### config.mk
export PLATFORM = sky130hd
export DESIGN_NAME = add_round_key_stage
export DESIGN_NICKNAME = d
export VERILOG_FILES = /design/src/rtl/add_round_key_stage.sv
export SDC_FILE = /design/constraint.sdc
export NUM_CORES = 2
export LEC_CHECK = 0
export ABC_AREA = 1
export CORE_MARGIN = 5
export CORE_UTILIZATION = 62
export DETAILED_ROUTE_END_ITERATION = 10
export PLACE_DENSITY = 0.87
export REMOVE_ABC_BUFFERS = 1
export SKIP_CTS_REPAIR_TIMING = 1
export SLEW_MARGIN = 5
export SYNTH_ARGS = -nofsm -noshare
export SYNTH_HDL_FRONTEND = slang
export SYNTH_SLANG_ARGS = --single-unit
### constraint.sdc
create_clock -name clk -period 31.5 [get_ports clk]
set_input_delay 6.3 -clock clk [delete_from_list [all_inputs] [get_ports clk]]
set_output_delay 6.3 -clock clk [all_outputs]
set_load 0.02 [all_outputs]
### src/rtl/add_round_key_stage.sv
// Registered AddRoundKey stage for iterative AES-128.
// Round keys are expanded on the fly, forward or inverse.
module add_round_key_stage #(
  parameter int NR = 10,
  parameter int KW = 128
) (
  input  logic          clk,
  input  logic          rst,
  input  logic          key_load,
  input  logic [KW-1:0] key_in,
  input  logic          dec,
  input  logic          in_valid,
  output logic          in_ready,
  input  logic [KW-1:0] in_data,
  output logic          out_valid,
  input  logic          out_ready,
  output logic [KW-1:0] out_data,
  output logic [3:0]    round,
  output logic          last_round
);

  localparam logic [3:0] LAST = 4'(NR);

  localparam logic [2047:0] SBOX = {
    128'h637c777bf26b6fc53001672bfed7ab76,
    128'hca82c97dfa5947f0add4a2af9ca472c0,
    128'hb7fd9326363ff7cc34a5e5f171d83115,
    128'h04c723c31896059a071280e2eb27b275,
    128'h09832c1a1b6e5aa0523bd6b329e32f84,
    128'h53d100ed20fcb15b6acbbe394a4c58cf,
    128'hd0efaafb434d338545f9027f503c9fa8,
    128'h51a3408f929d38f5bcb6da2110fff3d2,
    128'hcd0c13ec5f974417c4a77e3d645d1973,
    128'h60814fdc222a908846eeb814de5e0bdb,
    128'he0323a0a4906245cc2d3ac629195e479,
    128'he7c8376d8dd54ea96c56f4ea657aae08,
    128'hba78252e1ca6b4c6e8dd741f4bbd8b8a,
    128'h703eb5664803f60e613557b986c11d9e,
    128'he1f8981169d98e949b1e87e9ce5528df,
    128'h8ca1890dbfe6426841992d0fb054bb16
  };

  function automatic logic [7:0] sbox(input logic [7:0] b);
    return SBOX[{~b, 3'b000} +: 8];
  endfunction

  function automatic logic [31:0] sub_word(input logic [31:0] w);
    return {sbox(w[31:24]), sbox(w[23:16]),
            sbox(w[15:8]), sbox(w[7:0])};
  endfunction

  function automatic logic [31:0] rot_word(input logic [31:0] w);
    return {w[23:0], w[31:24]};
  endfunction

  function automatic logic [7:0] rcon(input logic [3:0] i);
    case (i)
      4'd1:    return 8'h01;
      4'd2:    return 8'h02;
      4'd3:    return 8'h04;
      4'd4:    return 8'h08;
      4'd5:    return 8'h10;
      4'd6:    return 8'h20;
      4'd7:    return 8'h40;
      4'd8:    return 8'h80;
      4'd9:    return 8'h1b;
      4'd10:   return 8'h36;
      default: return 8'h00;
    endcase
  endfunction

  logic [KW-1:0] base_key;
  logic [KW-1:0] cur_key;
  logic [KW-1:0] nxt_key;
  logic          dec_q;
  logic          accept;
  logic [31:0]   k0, k1, k2, k3;
  logic [31:0]   rot_src, mix;
  logic [3:0]    rc_idx;

  assign in_ready = !key_load && (!out_valid || out_ready);
  assign accept   = in_valid && in_ready;

  // Both directions share one SubWord; only its source word differs.
  always_comb begin
    k0      = cur_key[127:96];
    k1      = cur_key[95:64];
    k2      = cur_key[63:32];
    k3      = cur_key[31:0];
    rot_src = dec_q ? (k3 ^ k2) : k3;
    rc_idx  = dec_q ? (LAST - round) : (round + 4'd1);
    mix     = k0 ^ sub_word(rot_word(rot_src))
            ^ {rcon(rc_idx), 24'h0};
    if (dec_q)
      nxt_key = {mix, k1 ^ k0, k2 ^ k1, k3 ^ k2};
    else
      nxt_key = {mix, mix ^ k1, mix ^ k1 ^ k2,
                 mix ^ k1 ^ k2 ^ k3};
  end

  always_ff @(posedge clk or posedge rst) begin
    if (rst) begin
      base_key   <= '0;
      cur_key    <= '0;
      dec_q      <= 1'b0;
      round      <= 4'd0;
      out_valid  <= 1'b0;
      out_data   <= '0;
      last_round <= 1'b0;
    end else begin
      if (key_load) begin
        base_key <= key_in;
        cur_key  <= key_in;
        dec_q    <= dec;
        round    <= 4'd0;
      end else if (accept) begin
        if (round == LAST) begin
          round   <= 4'd0;
          cur_key <= base_key;
        end else begin
          round   <= round + 4'd1;
          cur_key <= nxt_key;
        end
      end
      if (accept) begin
        out_data   <= in_data ^ cur_key;
        out_valid  <= 1'b1;
        last_round <= (round == LAST);
      end else if (out_ready) begin
        out_valid  <= 1'b0;
        last_round <= 1'b0;
      end
    end
  end

endmodule

* After elaboration in Yosys (flattened, before gate mapping)
Memory sizes are Yosys's and may differ from the RTL's.
Index checks and enable logic that the tools add are counted.
** Cells by class
- Add/subtract/negate cells :: 2
- Equality and inequality tests :: 1
- Shifts and indexed selects :: 4
- Mux-type cells :: 12
- Bitwise operators :: 13
- Reduce and logical (&&, ||, !) cells :: 7
** Operators by type and width (count)
- variable part select 2048 x 12 -> 8 bit (first input constant) :: 4
- two-way mux 128 bit :: 3
- bitwise XOR 32 bit :: 8
- bitwise XOR 128 bit :: 1
- two-way mux 96 bit :: 1
- two-way mux 32 bit :: 1
- NOT 8 bit :: 4
- two-way mux 4 bit :: 4
- adder 4 x 1 -> 4 bit (second input constant) :: 1
- == test 4 bit (second input constant) :: 1
- nonzero test 2 bit :: 2
- subtractor 4 bit (first input constant) :: 1
- two-way mux 1 bit :: 3
- logical AND 1 bit :: 2
- zero test 1 bit :: 2
- logical OR 1 bit :: 1
** Storage, ports and cells
- Register bits after elaboration :: 391
- ROM bits :: 128
- Output and inout port bits :: 135
- Memories :: 1
** Memory list
- (no name shown) :: words 16, bits a word 8, rd ports 1, clocked after Yosys merged registers in 0, write ports 0, line 57 : case (i)

* Longest topological paths before layout
- Depth after elaboration :: 13
- Depth in mapped cells :: 27
- Mapped depth without buffers :: 25

* Worst setup path after synthesis
No wires, ideal clock.
- Path kind :: input to output
- From :: in out_ready
- To :: out in_ready
- Data arrival time :: 6.635 ns
- Slack :: 18.565 ns
- Cell stages on the path :: 2
- Path buffers :: 0
- Path through :: nor2_1 nor2_1
** On the way
- Cells in the longest elaborated chain, start to end :: 2
** RTL lines
- start: declaration :: line 16 : input logic out_ready,
- logical OR 1 bit :: line 81 : assign in_ready = !key_load && (!out_valid || out_ready);
- logical AND 1 bit :: line 81
- end: declaration :: line 13 : output logic in_ready,
Every way passes these cells.

* Worst setup path after layout
Ends and elaborated chain as after synthesis.

==> impl_results.md <==
* VDD IR max at 0.0606 mV
* Crit Path Class: input port to output port
* Crit-path max FO at 3
* Commonest non-fill, non-tap cell in the layout: nand2_1
* Setup tns final at 0 ns
* Final Hold Viols at 0
* Distinct cells, synth at 45
* Worst-margin pin slew at 1.31 ns
* Critical path startpoint: out_ready
* Share of layout cells above drive strength 1 at 4.09%
* Warnings from Yosys at 0
* Area grow syn2layout at 16.0%
* Fraction of registers with async set/reset at 100%
* Grt ovf at 0
* CORE AREA at 52,400 um2
* Post-Syn Area at 32,700 um2
* Clock Root Buffer: clkbuf_16
* Core Util, Final at 72.4%
* Clock Latency Late Sink at 0.59 ns
* Detailed Place HPWL at 91,500 um
* Fmax at 0.0712 GHz
* DIE HEIGHT at 240 um
* Worst-case clock buffer depth at 3
* Post-Synthesis Cells at 5,180
* Fraction of power consumed by sequential logic at 21.3%
* Die area at 57,500 um2
* P_sw at 1.80 mW
* TritonCTS clock tree: built
* DR WL/cell at 22.7 um
* Maxcap violations at 0
* CTS sink cnt at 391
* PD cells at 88.6 nW/um2
* Arr. time, crit path at 7.74 ns
* Width of the die at 240 um
* Post-route antenna net violation count at 0
* Placer Congestion at 1.11
* Global Route Usage Sum at 45.8%
* Multi-input logic area at 20,300 um2
* Fin crit share at 44.6%
* Total Wirelength at 138,000 um
* Failing checks: design-rule violations
* Top FF cell, synth: dfrtp_1
* Clock period minus final worst setup slack at 14.04 ns
* Initial DRC count at 6,953
* Clk_skew at 0.0274 ns
* Count of final max-slew check failures at 0
* Vias in the first global route at 38,200
* Syn avg cell area at 6.32 um2
* Worst Reg-to-Reg Cells at 21
* Vias at 39,900
* Largest net degree at the start of global routing at 227
* Path category of the worst min-delay check: register to register
* EDFF count, synth at 0
* CP Launch Type: input port
* Total chip power at 3.36 mW
* Worst r2r src: dec_q$_DFFE_PP0P_
* First-pass GRT wire length at 212,000 um
* Worst setup EP type: output port
* Row Count at 84
* Starting Density at 62.4%
* Outcome: finished, violations left
* Logic pwr share at 63.4%
* Most frequent cells in the layout: nand2_1 (1,835), nand3_1 (1,078), clkdlybuf4s50_1 (395)
* H-tree Lvls at 2
* Filler instances at 3,998
* Crit Reg-Reg Endpoint: cur_key[33]$_DFFE_PP0P_
* Ports at 397
* Clk network pwr share at 15.3%
* Leakage at 19.0 nW
* Crit path to: in_ready
* Clk slew on worst S/H paths at 0.06 ns
* Fin nets at 5,661
* FF+latch count, synth at 391
* Drc violations at 1
* Slew headroom at 12.8%
* Antenna violations before repair at 3
* Sequential cell area at 9790 um2
* Synth area leader: dfrtp_1
* RSZ-0062 raised after global routing: false
* Drt pass-1 iters at 11
* Vias per std cell at 6.57
* R2R setup slack at 25.91 ns
* Switching Fraction at 53.5%
* Sequential share of the synthesized area at 29.9%
* Endpoints failing setup at 0
* Synth area leaders: dfrtp_1 (30%), nand2_1 (21%), nand3_1 (16%)
* Internal power at 1.56 mW
* Critical Path RT at 25.20 ns
* Synth top area share at 29.9%
* Clock buffer count from CTS at 42
* I/O Buffers at 396
## synth_stat cells (2+ instances only)
| cell | count |
|---|---|
| ha_1 | 52 |
| buf_8 | 2 |
| mux2i_1 | 2 |
| o21ai_4 | 6 |
| nor2_1 | 118 |
| a21oi_2 | 2 |
| nand3_1 | 1079 |
| buf_2 | 97 |
| nand2_1 | 1838 |
| buf_1 | 26 |
| xor2_1 | 62 |
| inv_2 | 11 |
| nand3_2 | 16 |
| clkbuf_1 | 159 |
| o22ai_1 | 6 |
| nor2_2 | 5 |
| buf_4 | 23 |
| buf_6 | 9 |
| or2_2 | 7 |
| nand3b_1 | 16 |
| a31oi_1 | 12 |
| clkbuf_2 | 2 |
| dfrtp_1 | 391 |
| clkinv_1 | 7 |
| nor3_1 | 7 |
| or2_1 | 3 |
| o21ai_0 | 326 |
| inv_1 | 324 |
| o21ai_2 | 13 |
| o21a_1 | 5 |
| nand2_2 | 30 |
| a21boi_0 | 65 |
| o21bai_1 | 3 |
| o21ai_1 | 42 |
| a21oi_1 | 154 |
| nand2_4 | 2 |
| xnor2_1 | 152 |
| o211ai_1 | 38 |
| nand4_1 | 55 |
| o221ai_1 | 8 |
## registers in the layout (all words and copies together), names as in the netlist
register,flops
out_data,128
base_key,128
dec_q,1
out_valid,1
last_round,1
cur_key,128
round,4
## layout make-up
class / instances / share of cell area, %
clock inverters: 9 / 0.191
multi-input cells: 4129 / 53.4
well taps: 688 / 2.27
diodes: 2 / 0.0132
repair buffers: 441 / 11.4
clock buffers: 66 / 3.49
flip-flops and latches: 391 / 25.8
inverters: 342 / 3.42
## metrics by stage
step                      hold WS [ns]  area, um2  worst slack (ns)  cells
final                            0.472      38000             17.46   6068
after global routing             0.481      38000             17.43   6067
after floorplan                  0.437      31200             13.48   4862
after global placement           0.449      36600             17.50   5991
after detailed placement         0.454      36600             17.47   5991
after CTS                        0.469      38000             17.47   6066
## how the worst min path moves through the flow
stage | start | to | depth (start not counted)
6_report | base_key[104]$_DFFE_PP0P_ | base_key[104]$_DFFE_PP0P_ | 2
5_1_grt | base_key[108]$_DFFE_PP0P_ | base_key[108]$_DFFE_PP0P_ | 2
4_1_cts | base_key[108]$_DFFE_PP0P_ | base_key[108]$_DFFE_PP0P_ | 2
3_5_place_dp | base_key[108]$_DFFE_PP0P_ | base_key[108]$_DFFE_PP0P_ | 2
3_3_place_gp | base_key[98]$_DFFE_PP0P_ | base_key[98]$_DFFE_PP0P_ | 2
2_1_floorplan | base_key[102]$_DFFE_PP0P_ | base_key[102]$_DFFE_PP0P_ | 2
## power groups by stage
stage | combinational (mW) | clock (mW) | sequential, mW
after floorplan | 1.30 | 0 | 0.747
after global placement | 1.97 | 0 | 0.710
after detailed placement | 2.01 | 0 | 0.717
after CTS | 2.03 | 0.511 | 0.712
after global routing | 2.29 | 0.531 | 0.727
final | 2.13 | 0.513 | 0.718
## worst max-delay path, stage by stage
cell and delay, ns:
clkdlybuf4s50_1 0.52, nor2_1 0.07, nor2_1 0.20, clkdlybuf4s50_1 0.65
## kinds of logic after synthesis
logic type      Yosys count  share of synthesized area [%]
xor+xnor                215                           5.77
fa+ha+maj                52                           1.99
simple gates           3176                           41.9
mux                       2                         0.0611
flops                   391                           29.9
buf+inv                 660                           8.48
compound gates          684                           11.9
## routing by layer
metal,vias to the layer above,GRT usage (%),share of wire [%]
li1,17400,-,-
met1,18200,58.6,35
met2,3476,70.8,44
met3,785,12.1,14
met4,4,25.3,6.9
met5,-,0.253,0.019
No activity file was read; power rests on OpenSTA's default activity.
